`config.mk`:
```
export PLATFORM = sky130hd
export DESIGN_NAME = lock_sequencer
export DESIGN_NICKNAME = d
export VERILOG_FILES = /design/src/rtl/lock_pkg.sv /design/src/rtl/lock_sequencer_sec_tick.sv /design/src/rtl/lock_sequencer.sv
export SDC_FILE = /design/constraint.sdc
export NUM_CORES = 1
export LEC_CHECK = 0
export ABC_CLOCK_PERIOD_IN_PS = 2600
export CAP_MARGIN = 25
export CORE_ASPECT_RATIO = 0.75
export CORE_MARGIN = 2
export CORE_UTILIZATION = 45
export CTS_CLUSTER_DIAMETER = 150
export DETAILED_ROUTE_END_ITERATION = 8
export PLACE_DENSITY = 0.71
export REMOVE_ABC_BUFFERS = 1
export SETUP_SLACK_MARGIN = 0.05
export SLEW_MARGIN = 30
export SYNTH_ARGS = -nofsm -noshare
export SYNTH_HDL_FRONTEND = slang
export SYNTH_SLANG_ARGS = --single-unit
```
`constraint.sdc`:
```
create_clock -name clk -period 2.6 [get_ports clk]
set_input_delay 0.26 -clock clk [delete_from_list [all_inputs] [get_ports clk]]
set_output_delay 0.26 -clock clk [all_outputs]
set_load 0.01 [all_outputs]
```
`src/rtl/lock_pkg.sv`:
```
// Shared types and display glyphs for the combination lock.
// Imported by the sequencer and the seven-segment encoder.
package lock_pkg;

  typedef enum logic [2:0] {
    CLOSED    = 3'd0,
    TRIES     = 3'd1,
    OPEN      = 3'd2,
    DENIED    = 3'd3,
    COUNTDOWN = 3'd4
  } mode_t;

  // Segment order {g,f,e,d,c,b,a}, active high
  localparam logic [6:0] SEG_0     = 7'b0111111;
  localparam logic [6:0] SEG_1     = 7'b0000110;
  localparam logic [6:0] SEG_2     = 7'b1011011;
  localparam logic [6:0] SEG_3     = 7'b1001111;
  localparam logic [6:0] SEG_4     = 7'b1100110;
  localparam logic [6:0] SEG_5     = 7'b1101101;
  localparam logic [6:0] SEG_6     = 7'b1111101;
  localparam logic [6:0] SEG_7     = 7'b0000111;
  localparam logic [6:0] SEG_8     = 7'b1111111;
  localparam logic [6:0] SEG_9     = 7'b1101111;
  localparam logic [6:0] SEG_C     = 7'b0111001;
  localparam logic [6:0] SEG_L     = 7'b0111000;
  localparam logic [6:0] SEG_O     = 7'b0111111;
  localparam logic [6:0] SEG_P     = 7'b1110011;
  localparam logic [6:0] SEG_E     = 7'b1111001;
  localparam logic [6:0] SEG_N     = 7'b1010100;
  localparam logic [6:0] SEG_D     = 7'b1011110;
  localparam logic [6:0] SEG_DASH  = 7'b1000000;
  localparam logic [6:0] SEG_BLANK = 7'b0000000;

  function automatic logic [6:0] seg_digit(input logic [3:0] d);
    logic [6:0] g;
    g = SEG_BLANK;
    unique case (d)
      4'd0: g = SEG_0;
      4'd1: g = SEG_1;
      4'd2: g = SEG_2;
      4'd3: g = SEG_3;
      4'd4: g = SEG_4;
      4'd5: g = SEG_5;
      4'd6: g = SEG_6;
      4'd7: g = SEG_7;
      4'd8: g = SEG_8;
      4'd9: g = SEG_9;
      default: g = SEG_DASH;
    endcase
    return g;
  endfunction

endpackage

```
`src/rtl/lock_sequencer_sec_tick.sv`:
```
// One-second tick generator: free-running modulo-CLK_HZ counter.
// clr restarts the second so lockout phases start on a boundary.
module sec_tick #(
  parameter int CLK_HZ = 50_000_000
) (
  input  logic clk,
  input  logic rst_n,
  input  logic clr,
  output logic tick
);

  localparam int W = (CLK_HZ > 1) ? $clog2(CLK_HZ) : 1;
  localparam logic [W-1:0] LAST = W'(CLK_HZ - 1);

  logic [W-1:0] cnt;

  always_ff @(posedge clk or negedge rst_n) begin
    if (!rst_n) begin
      cnt <= '0;
    end else if (clr || cnt == LAST) begin
      cnt <= '0;
    end else begin
      cnt <= cnt + 1'b1;
    end
  end

  // Not gated by clr: the FSM raises clr on the same tick it consumes
  assign tick = (cnt == LAST);

endmodule

```
`src/rtl/lock_sequencer.sv`:
```
// Combination lock sequencer: submit sync/edge, attempt tracking,
// DENIED hold and lockout countdown driving the display fields.
module lock_sequencer
  import lock_pkg::*;
#(
  parameter int         CLK_HZ        = 50_000_000,
  parameter int         ATTEMPTS      = 3,
  parameter int         DENY_SEC      = 5,
  parameter int         COUNTDOWN_SEC = 55,
  parameter logic [7:0] PASSCODE      = 8'h49
) (
  input  logic       clk,
  input  logic       rst_n,
  input  logic       en,
  input  logic       submit,
  input  logic [7:0] passcode_attempt,
  output mode_t      mode,
  output logic [1:0] tries_left,
  output logic [5:0] count_sec,
  output logic       unlocked,
  output logic       bad_attempt
);

  localparam logic [1:0] ATT = 2'(ATTEMPTS);
  localparam logic [5:0] CD  = 6'(COUNTDOWN_SEC);
  localparam int DW = (DENY_SEC > 1) ? $clog2(DENY_SEC) : 1;
  localparam logic [DW-1:0] DENY_LAST = DW'(DENY_SEC - 1);

  logic          sync1, sync2, sync3;
  logic          evt;
  logic          tick;
  logic          clr;
  logic [DW-1:0] deny_cnt, deny_d;
  mode_t         mode_d;
  logic [1:0]    tries_d;
  logic [5:0]    count_d;
  logic          bad_d;

  sec_tick #(
    .CLK_HZ(CLK_HZ)
  ) u_tick (
    .clk  (clk),
    .rst_n(rst_n),
    .clr  (clr),
    .tick (tick)
  );

  always_ff @(posedge clk or negedge rst_n) begin
    if (!rst_n) begin
      sync1 <= 1'b0;
      sync2 <= 1'b0;
      sync3 <= 1'b0;
    end else begin
      sync1 <= submit;
      sync2 <= sync1;
      sync3 <= sync2;
    end
  end

  assign evt = sync2 & ~sync3;

  always_comb begin
    mode_d  = mode;
    tries_d = tries_left;
    count_d = count_sec;
    deny_d  = deny_cnt;
    bad_d   = 1'b0;
    clr     = 1'b0;
    unique case (mode)
      CLOSED: begin
        if (en) mode_d = TRIES;
      end
      TRIES: begin
        // A submit landing with en falling is judged before closing
        if (evt) begin
          if (passcode_attempt == PASSCODE) begin
            tries_d = ATT;
            mode_d  = en ? OPEN : CLOSED;
          end else begin
            bad_d = 1'b1;
            if (tries_left <= 2'd1) begin
              tries_d = 2'd0;
              mode_d  = DENIED;
              deny_d  = '0;
              clr     = 1'b1;
            end else begin
              tries_d = tries_left - 2'd1;
              if (!en) mode_d = CLOSED;
            end
          end
        end else if (!en) begin
          mode_d = CLOSED;
        end
      end
      OPEN: begin
        if (!en) mode_d = CLOSED;
      end
      DENIED: begin
        if (tick) begin
          if (deny_cnt == DENY_LAST) begin
            mode_d  = COUNTDOWN;
            count_d = CD;
            clr     = 1'b1;
          end else begin
            deny_d = deny_cnt + 1'b1;
          end
        end
      end
      COUNTDOWN: begin
        if (tick) begin
          if (count_sec == 6'd0) begin
            tries_d = ATT;
            mode_d  = en ? TRIES : CLOSED;
          end else begin
            count_d = count_sec - 6'd1;
          end
        end
      end
      default: begin
        mode_d = CLOSED;
      end
    endcase
  end

  always_ff @(posedge clk or negedge rst_n) begin
    if (!rst_n) begin
      mode        <= CLOSED;
      tries_left  <= ATT;
      count_sec   <= 6'd0;
      deny_cnt    <= '0;
      unlocked    <= 1'b0;
      bad_attempt <= 1'b0;
    end else begin
      mode        <= mode_d;
      tries_left  <= tries_d;
      count_sec   <= count_d;
      deny_cnt    <= deny_d;
      unlocked    <= (mode_d == OPEN);
      bad_attempt <= bad_d;
    end
  end

endmodule

```
==> results of run 1 <==
## state kept, by name, indices dropped and copies added (netlist names)
signal       cells
bad_attempt      1
count_sec        6
deny_cnt         3
mode             3
sync1            1
sync2            1
sync3            1
tries_left       2
u_tick.cnt      26
unlocked         1
## how the worst min path moves through the flow
stage                      from              to  slack, ns  depth (start not counted)
after global placement    sync1           sync2       0.34                          0
after global routing      sync1           sync2       0.37                          0
after floorplan           rst_n     bad_attempt      -0.04                          0
final                     sync1           sync2       0.36                          0
after detailed placement  rst_n  u_tick.cnt[12]       0.29                          1
after CTS                 sync1           sync2       0.36                          0
## cell type report
class	instances	area share (%)
Clock buffer	5	2.48
Clock inverter	3	0.767
Inverter	9	1.22
Multi-Input combinational cell	183	41.6
Sequential cell	45	40.7
Tap cell	60	2.71
Timing Repair Buffer	31	10.6
## layout by cell type, fill, tap and decap left out, drive strengths merged, types with 4 or more instances in the layout
| master | netlist | layout |
|---|---|---|
| buf | 4 | 7 |
| ha | 4 | 4 |
| o21ai | 5 | 5 |
| clkdlybuf4s50 | 0 | 23 |
| nand4 | 12 | 12 |
| a21oi | 6 | 6 |
| xnor2 | 8 | 8 |
| nor2 | 43 | 43 |
| and3 | 6 | 6 |
| nor3 | 11 | 11 |
| nand2 | 15 | 15 |
| or3 | 5 | 5 |
| clkbuf | 1 | 5 |
| xor2 | 16 | 16 |
| dfrtp | 43 | 43 |
| inv | 9 | 10 |
| nand3 | 16 | 16 |
## timing repair
item | in CTS | in global routing
gates resized for setup | 0 | 0
hold endpoints to repair | 43 | 0
hold buffers | 1 | 0
## power by group through the flow
stage | Combinational, W | Sequential [W] | Clock, W
detailed placement | 0.000132 | 0.000814 | 0
CTS | 0.000135 | 0.000800 | 0.000447
global route | 0.000156 | 0.000809 | 0.000472
finish | 0.000132 | 0.000800 | 0.000434
global placement | 0.000129 | 0.000813 | 0
floorplan | 0.0000873 | 0.000804 | 0
## cell families after synthesis
group           after synthesis
compound gates               21
xor+xnor                     24
fa+ha+maj                     4
buf+inv                      14
flops                        45
mux                           3
simple gates                131
## worst max-delay path, cell delays in order (launching register included)
cell and delay (ns):
dfrtp_1 0.40, ha_1 0.24, nand4_1 0.25, nor4_4 0.48, nand4_4 0.21, or4b_1 0.51
a21oi_1 0.16
## per-stage QoR
| stage | power, W | cells | setup slack (ns) |
|---|---|---|---|
| 6_report | 0.00137 | 336 | 0.268 |
| 3_5_place_dp | 0.000946 | 327 | 0.310 |
| 3_3_place_gp | 0.000943 | 327 | 0.404 |
| 4_1_cts | 0.00138 | 336 | 0.280 |
| 5_1_grt | 0.00144 | 336 | 0.0860 |
| 2_1_floorplan | 0.000891 | 237 | 0.363 |
## per-layer routing
layer	track usage [%]	share of wire (%)	up-vias
met3	4.09	2.7	4
met2	25.4	42	21
met4	5.19	0.98	0
met5	0	0	-
li1	-	-	920
met1	27.4	54	847
==> impl_metrics.env, run 1 <==
export IMPL_avgSynthCellArea_um2=9.69
export IMPL_outcome="finished clean"
export IMPL_htreeDepth=2
export IMPL_via_per_inst=5.33
export IMPL_synth_fa_ha_area_share_pct=2.13
export IMPL_dr_pass1_iters=4
export IMPL_synth_warnings=0
export IMPL_crit_reg2reg_capture="count_sec[3]"
export IMPL_critical_path_class="flop to flop"
export IMPL_drc_errors=0
export IMPL_p_leak_nw=1.18
export IMPL_yosys_area_top_type="dfrtp_1"
export IMPL_hold_ws_ns=0.361
export IMPL_min_period_over_period_pct=89.7
export IMPL_synth_compound_area_share_pct=5.76
export IMPL_ys_async_sr_fraction_pct=100
export IMPL_yosys_area_share_simple_pct=31.1
export IMPL_core_um2=4950
export IMPL_post_cts_buffers=0
export IMPL_grt_max_degree=46
export IMPL_seq_area_frac_synth_pct=48.1
export IMPL_wirelength_mm=4.68
export IMPL_cp_max_fo=10
export IMPL_io_pin_count=25
export IMPL_grt_setup_unrepaired="false"
export IMPL_finish_utilization_pct=56.0
export IMPL_maxCapViolCount=0
export IMPL_grt_overflow=0
export IMPL_syn_to_final_growth_pct=18.3
export IMPL_cts_sinks=45
export IMPL_intPower_w=0.00100
export IMPL_netlist_instances=242
export IMPL_first_iter_violations=93
export IMPL_power_switching_w=0.000365
export IMPL_wl_per_cell_um=13.9
export IMPL_cts_tree="yes"
export IMPL_min_period_ns=2.33
export IMPL_finalClockSkew_ns=0.00779
export IMPL_grt_pass1_vias=1719
export IMPL_n_fill_cell=449
export IMPL_cp_required_ns=2.82
export IMPL_p_clk_share_pct=31.7
export IMPL_area_sequential_um2=1130
export IMPL_dpl_cell_area_um2=2670
export IMPL_std_cell_rows=22
export IMPL_cts_root_buf="clkbuf_8"
export IMPL_port_buffers=24
export IMPL_gp_congestion=0.807
export IMPL_cts_buffers=5
export IMPL_synth_seq_cells=45
export IMPL_die_w_um=87.4
export IMPL_synthesis_area_um2=2340
export IMPL_die_y_um=66.5
export IMPL_clkLatencyLatePin_ns=0.30
export IMPL_drive_gt1_share_pct=8.33
export IMPL_synth_xor_area_share_pct=8.96
export IMPL_synth_area_mux_share_pct=1.28
export IMPL_setup_tns_ns=0
export IMPL_relSlewSlack_pct=58.3
export IMPL_drv_slew=0
export IMPL_ff2ff_setup_slack_ns=0.27
export IMPL_start_kind="flop"
export IMPL_start_util_pct=47.3
export IMPL_synth_top_area_share_pct=45.9
export IMPL_yosys_top_cells_area="dfrtp_1 46%, nor2_1 6.9%, xor2_1 6.0%, nand3_1 3.4%, xnor2_1 3.0%"
export IMPL_clock_path_buffers=2
export IMPL_via_count=1792
export IMPL_startpoint="u_tick.cnt[0]"
export IMPL_cp_endpoint="count_sec[3]"
export IMPL_ant_nets=0
export IMPL_clk_pin_slew_ns=0.09
export IMPL_power_density_nw_per_um2=493
export IMPL_finalHoldViolCount=0
export IMPL_arrival_ns=2.55
export IMPL_r2r_start="u_tick.cnt[0]"
export IMPL_tightest_slew_ns=0.620
export IMPL_hp_class="flop to flop"
export IMPL_multi_input_area_um2=1150
export IMPL_synth_flop_cell="dfrtp_1"
export IMPL_p_sw_share_pct=26.7
export IMPL_ys_types=46
export IMPL_combPwrFrac_pct=9.7
export IMPL_setup_viol_count_final=0
export IMPL_nets=291
export IMPL_synth_top_family_by_area="simple AND/OR/NAND/NOR gates"
export IMPL_r2r_cells=6
export IMPL_p_seq_share_pct=58.6
export IMPL_vdd_ir_drop_max_v=0.000443
export IMPL_gr_usage_all_layers_pct=18.0
export IMPL_critPathCaptureType="flop"
export IMPL_grt_pass1_wl_mm=8.11
export IMPL_synth_common_cells="43 x dfrtp_1, 43 x nor2_1, 16 x nand3_1, 16 x xor2_1, 15 x nand2_1"
export IMPL_fmax_ghz=0.429
export IMPL_antennaDiodeCount=0
export IMPL_synth_edf_count=0
export IMPL_dpl_hpwl_mm=3.45
export IMPL_die_area_um2=5810
export IMPL_fin_area_um2=2770
export IMPL_antenna_found_initial=0
(Power assumes the default switching activity.)
==> run 2, diff against run 1 <==
- REMOVE_ABC_BUFFERS: 1 -> unset
==> impl_metrics.env, run 2 (synthesis gave the netlist of run 1 again) <==
export IMPL_gr_usage_all_layers_pct=18.1
export IMPL_largest_register="u_tick.cnt"
export IMPL_vdd_ir_drop_max_v=0.000252
export IMPL_wirelength_mm=4.80
export IMPL_grt_use_met2_pct=26.2
export IMPL_maxCapViolCount=0
export IMPL_arrival_ns=2.52
export IMPL_start_kind="flop"
export IMPL_grt_busiest_layer="met1"
export IMPL_synth_nets=258
export IMPL_outcome="finished clean"
export IMPL_grt_pass1_vias=1720
export IMPL_dpl_hpwl_mm=3.47
export IMPL_antennaDiodeCount=0
export IMPL_fin_area_um2=2770
export IMPL_cts_tree="yes"
export IMPL_port_buffers=24
export IMPL_cts_sinks=45
export IMPL_gp_congestion=0.809
export IMPL_nets=292
export IMPL_grt_setup_unrepaired="false"
export IMPL_drc_errors=0
export IMPL_finalHoldViolCount=0
export IMPL_setup_tns_ns=0
export IMPL_clk_pin_slew_ns=0.08
export IMPL_io_pin_count=25
export IMPL_relSlewSlack_pct=61.7
export IMPL_p_leak_nw=1.18
export IMPL_critPathCaptureType="flop"
export IMPL_tightest_slew_ns=0.574
export IMPL_finalClockSkew_ns=0.00705
export IMPL_via_per_inst=5.47
export IMPL_grt_pass1_wl_mm=8.14
export IMPL_fmax_ghz=0.435
export IMPL_drive_gt1_share_pct=8.30
export IMPL_cts_root_buf="clkbuf_8"
export IMPL_wl_per_cell_um=14.2
export IMPL_path_cells="ha_1, nand4_1, nor4_4, nand4_4, or4b_1, a21oi_1"
export IMPL_mostFrequentLayoutCells="43 x nor2_1, 43 x dfrtp_1, 23 x clkdlybuf4s50_1"
export IMPL_die_y_um=66.5
export IMPL_grtUsageMet1_pct=27.0
export IMPL_cts_buffers=5
export IMPL_die_w_um=87.4
export IMPL_slowest_stage="or4b_1"
export IMPL_htreeDepth=2
export IMPL_area_sequential_um2=1130
export IMPL_clkLatencyLatePin_ns=0.30
export IMPL_largest_registers="u_tick.cnt: 26 flops, count_sec: 6 flops"
export IMPL_via_count=1843
export IMPL_core_um2=4950
export IMPL_die_area_um2=5810
export IMPL_min_period_over_period_pct=88.3
export IMPL_first_iter_violations=110
export IMPL_drv_slew=0
export IMPL_cp_max_fo=10
export IMPL_min_period_ns=2.30
export IMPL_grt_use_met3_pct=4.09
export IMPL_std_cell_rows=22
export IMPL_grt_max_degree=46
export IMPL_timing_final_ws_setup_ns=0.304
export IMPL_critPathMaxStageDelay_ns=0.51
export IMPL_hold_ws_ns=0.358
export IMPL_power_density_nw_per_um2=487
export IMPL_dr_pass1_iters=4
export IMPL_clock_path_buffers=2
export IMPL_cp_required_ns=2.82
export IMPL_n_fill_cell=432
export IMPL_post_place_ws_ns=0.319
export IMPL_dpl_cell_area_um2=2680
export IMPL_critical_path_class="flop to flop"
export IMPL_post_cts_buffers=0
export IMPL_setup_viol_count_final=0
export IMPL_grt_overflow=0
export IMPL_largest_reg_flops=26
export IMPL_syn_to_final_growth_pct=18.3
export IMPL_start_util_pct=47.3
export IMPL_multi_input_area_um2=1150
export IMPL_ant_nets=0
export IMPL_hp_class="flop to flop"
export IMPL_antenna_found_initial=0
[run 2: area by class of cell]
class / count / area share, %
inverter: 9 / 1.22
sequential: 45 / 40.7
clock buffer: 6 / 2.62
timing repair buffer: 32 / 10.8
multi-input combinational: 183 / 41.6
clock inverter: 2 / 0.361
tap: 60 / 2.71
[run 2: report_power, final]
part           total (W)  switching, W  internal [W]
combinational   0.000129     0.0000666     0.0000623
sequential      0.000807     0.0000587      0.000748
clock           0.000416      0.000229      0.000186
total            0.00135      0.000355      0.000997
[run 2: repair_timing]
| action | CTS | global route |
|---|---|---|
| resized for setup | 0 | 0 |
| endpoints found under the hold margin | 43 | 0 |
| hold buffers | 1 | 0 |
[run 2: worst paths after layout]
kind                          startpoint        endpoint  slack, ns  cells past startpoint
max                        u_tick.cnt[0]    count_sec[3]       0.30                      6
min                                sync1           sync2       0.36                      0
max in group asynchronous          rst_n  u_tick.cnt[11]       1.70                      2
min reg2reg                        sync1           sync2       0.36                      0
max reg2reg                u_tick.cnt[0]    count_sec[3]       0.30                      6
min in group asynchronous          rst_n     deny_cnt[2]       0.50                      2
[run 2: through the flow]
| step | utilization [%] | total power, W | cells |
|---|---|---|---|
| floorplan | - | 0.000891 | 242 |
| global placement | 54.1 | 0.000941 | 328 |
| detailed placement | 54.1 | 0.000947 | 328 |
| CTS | 56.0 | 0.00136 | 337 |
| global route | 56.0 | 0.00143 | 337 |
| finish | 56.0 | 0.00135 | 337 |
[run 2: critical path: cells and delay by family (launching register included)]
kind            cells  cell delay (ns)
simple gates        4             1.44
flops               1             0.39
fa+ha+maj           1             0.24
compound gates      1             0.15
[run 2: per-layer routing]
layer  vias to the layer above  wire length [um]
met5                         -                 0
met4                         0                45
met3                         5               183
met2                        31              2020
met1                       885              2550
li1                        922                 -
==> run 3, diff against run 2 <==
- CORE_UTILIZATION: 45 -> 32
- PLACE_DENSITY: 0.71 -> 0.55
==> impl_metrics.env, run 3 (synthesis gave the netlist of run 1 again) <==
export IMPL_cts_tree="yes"
export IMPL_timing_final_ws_setup_ns=0.286
export IMPL_start_kind="flop"
export IMPL_power_switching_w=0.000352
export IMPL_grt_setup_unrepaired="false"
export IMPL_maxCapViolCount=0
export IMPL_core_um2=6960
export IMPL_finalHoldViolCount=0
export IMPL_cp_max_fo=10
export IMPL_grt_pass1_wl_mm=8.66
export IMPL_r2r_start="u_tick.cnt[0]"
export IMPL_std_cell_rows=26
export IMPL_hp_class="flop to flop"
export IMPL_combPwrFrac_pct=9.6
export IMPL_drive_gt1_share_pct=8.66
export IMPL_finish_utilization_pct=40.6
export IMPL_ant_nets=0
export IMPL_cts_buffers=5
export IMPL_critPathCaptureType="flop"
export IMPL_dp_cells=366
export IMPL_vdd_ir_drop_max_v=0.000187
export IMPL_ctsResizeCount=0
export IMPL_cp_required_ns=2.82
export IMPL_intPower_w=0.000996
export IMPL_gr_usage_all_layers_pct=13.5
export IMPL_drv_slew=0
export IMPL_gp_congestion=0.809
export IMPL_first_iter_violations=79
export IMPL_p_leak_nw=1.18
export IMPL_critical_path_class="flop to flop"
export IMPL_largest_registers="u_tick.cnt: 26 flops, count_sec: 6 flops"
export IMPL_hold_path_depth=0
export IMPL_power_density_nw_per_um2=477
export IMPL_outcome="finished clean"
export IMPL_die_w_um=103
export IMPL_drc_errors=0
export IMPL_dpl_hpwl_mm=3.49
export IMPL_port_buffers=24
export IMPL_largest_reg_flops=26
export IMPL_start_util_pct=33.7
export IMPL_setup_viol_count_final=0
export IMPL_ff2ff_setup_slack_ns=0.29
export IMPL_relSlewSlack_pct=63.1
export IMPL_io_pin_count=25
export IMPL_largest_register="u_tick.cnt"
export IMPL_wl_per_cell_um=12.8
export IMPL_cts_root_buf="clkbuf_8"
export IMPL_p_seq_share_pct=59.7
export IMPL_dr_pass1_iters=4
export IMPL_hold_start="sync1"
export IMPL_antenna_found_initial=0
export IMPL_die_y_um=78.1
export IMPL_r2r_cells=6
export IMPL_cts_sinks=45
export IMPL_synth_nets=258
export IMPL_min_period_ns=2.31
export IMPL_hold_end="sync2"
export IMPL_crit_reg2reg_capture="count_sec[3]"
export IMPL_via_per_inst=4.83
export IMPL_clock_path_buffers=2
export IMPL_htreeDepth=2
export IMPL_nets=292
export IMPL_p_clk_share_pct=30.6
export IMPL_dpl_cell_area_um2=2730
export IMPL_finalClockSkew_ns=0.00509
export IMPL_clkLatencyLatePin_ns=0.29
export IMPL_post_place_ws_ns=0.310
export IMPL_mostFrequentLayoutCells="43 x nor2_1, 43 x dfrtp_1, 23 x clkdlybuf4s50_1"
export IMPL_clk_pin_slew_ns=0.08
export IMPL_syn_to_final_growth_pct=20.5
export IMPL_final_cells=375
export IMPL_p_sw_share_pct=26.1
export IMPL_arrival_ns=2.53
export IMPL_fin_area_um2=2830
export IMPL_post_cts_buffers=0
export IMPL_grt_overflow=0
export IMPL_grt_pass1_vias=1810
export IMPL_via_count=1813
export IMPL_tightest_slew_ns=0.553
export IMPL_min_period_over_period_pct=89.0
export IMPL_antennaDiodeCount=0
export IMPL_die_area_um2=8030
export IMPL_cts_hold_buf=1
export IMPL_fmax_ghz=0.432
export IMPL_grt_max_degree=46
export IMPL_wirelength_mm=4.79
export IMPL_setup_tns_ns=0
==> run 3: worst max path at each step <==
stage / from / end / slack (ns) / cells past startpoint
after floorplan: u_tick.cnt[0] / u_tick.cnt[19] / 0.52 / 9
after global placement: u_tick.cnt[0] / count_sec[3] / 0.40 / 6
after detailed placement: u_tick.cnt[0] / count_sec[3] / 0.31 / 6
after CTS: u_tick.cnt[0] / count_sec[3] / 0.27 / 6
after global routing: u_tick.cnt[0] / count_sec[3] / 0.10 / 6
final: u_tick.cnt[0] / count_sec[3] / 0.29 / 6
==> run 3: layout make-up <==
| cell class | instances | area, um^2 |
|---|---|---|
| Clock buffer | 5 | 68.8 |
| Inverter | 9 | 33.8 |
| Multi-Input combinational cell | 183 | 1150 |
| Timing Repair Buffer | 32 | 300 |
| Clock inverter | 3 | 17.5 |
| Sequential cell | 45 | 1130 |
| Fill cell | 686 | 4140 |
| Tap cell | 98 | 123 |
==> run 3: layer usage <==
metal  vias up  GRT usage (%)  wire length [um]
li1        925              -                 -
met1       856           21.0              2710
met2        28           18.9              1860
met3         4           2.94               181
met4         0           3.55                38
met5         -              0                 0
==> run 3: critical path, cell delays in order (launching register included) <==
cell	delay (ns)
dfrtp_1	0.40
ha_1	0.24
nand4_1	0.24
nor4_4	0.49
nand4_4	0.21
or4b_1	0.51
a21oi_1	0.15
==> run 3: stage by stage <==
stage	hold WS, ns	power [W]
floorplan	-0.0356	0.000891
global placement	0.332	0.000946
detailed placement	0.297	0.000948
CTS	0.356	0.00138
global route	0.377	0.00144
finish	0.352	0.00135
==> run 3: power by group through the flow <==
| stage | clock, W | sequential, W | combinational [W] |
|---|---|---|---|
| after floorplan | 0 | 0.000804 | 0.0000873 |
| after global placement | 0 | 0.000819 | 0.000127 |
| after detailed placement | 0 | 0.000815 | 0.000132 |
| after CTS | 0.000439 | 0.000804 | 0.000133 |
| after global routing | 0.000473 | 0.000815 | 0.000155 |
| final | 0.000413 | 0.000805 | 0.000130 |
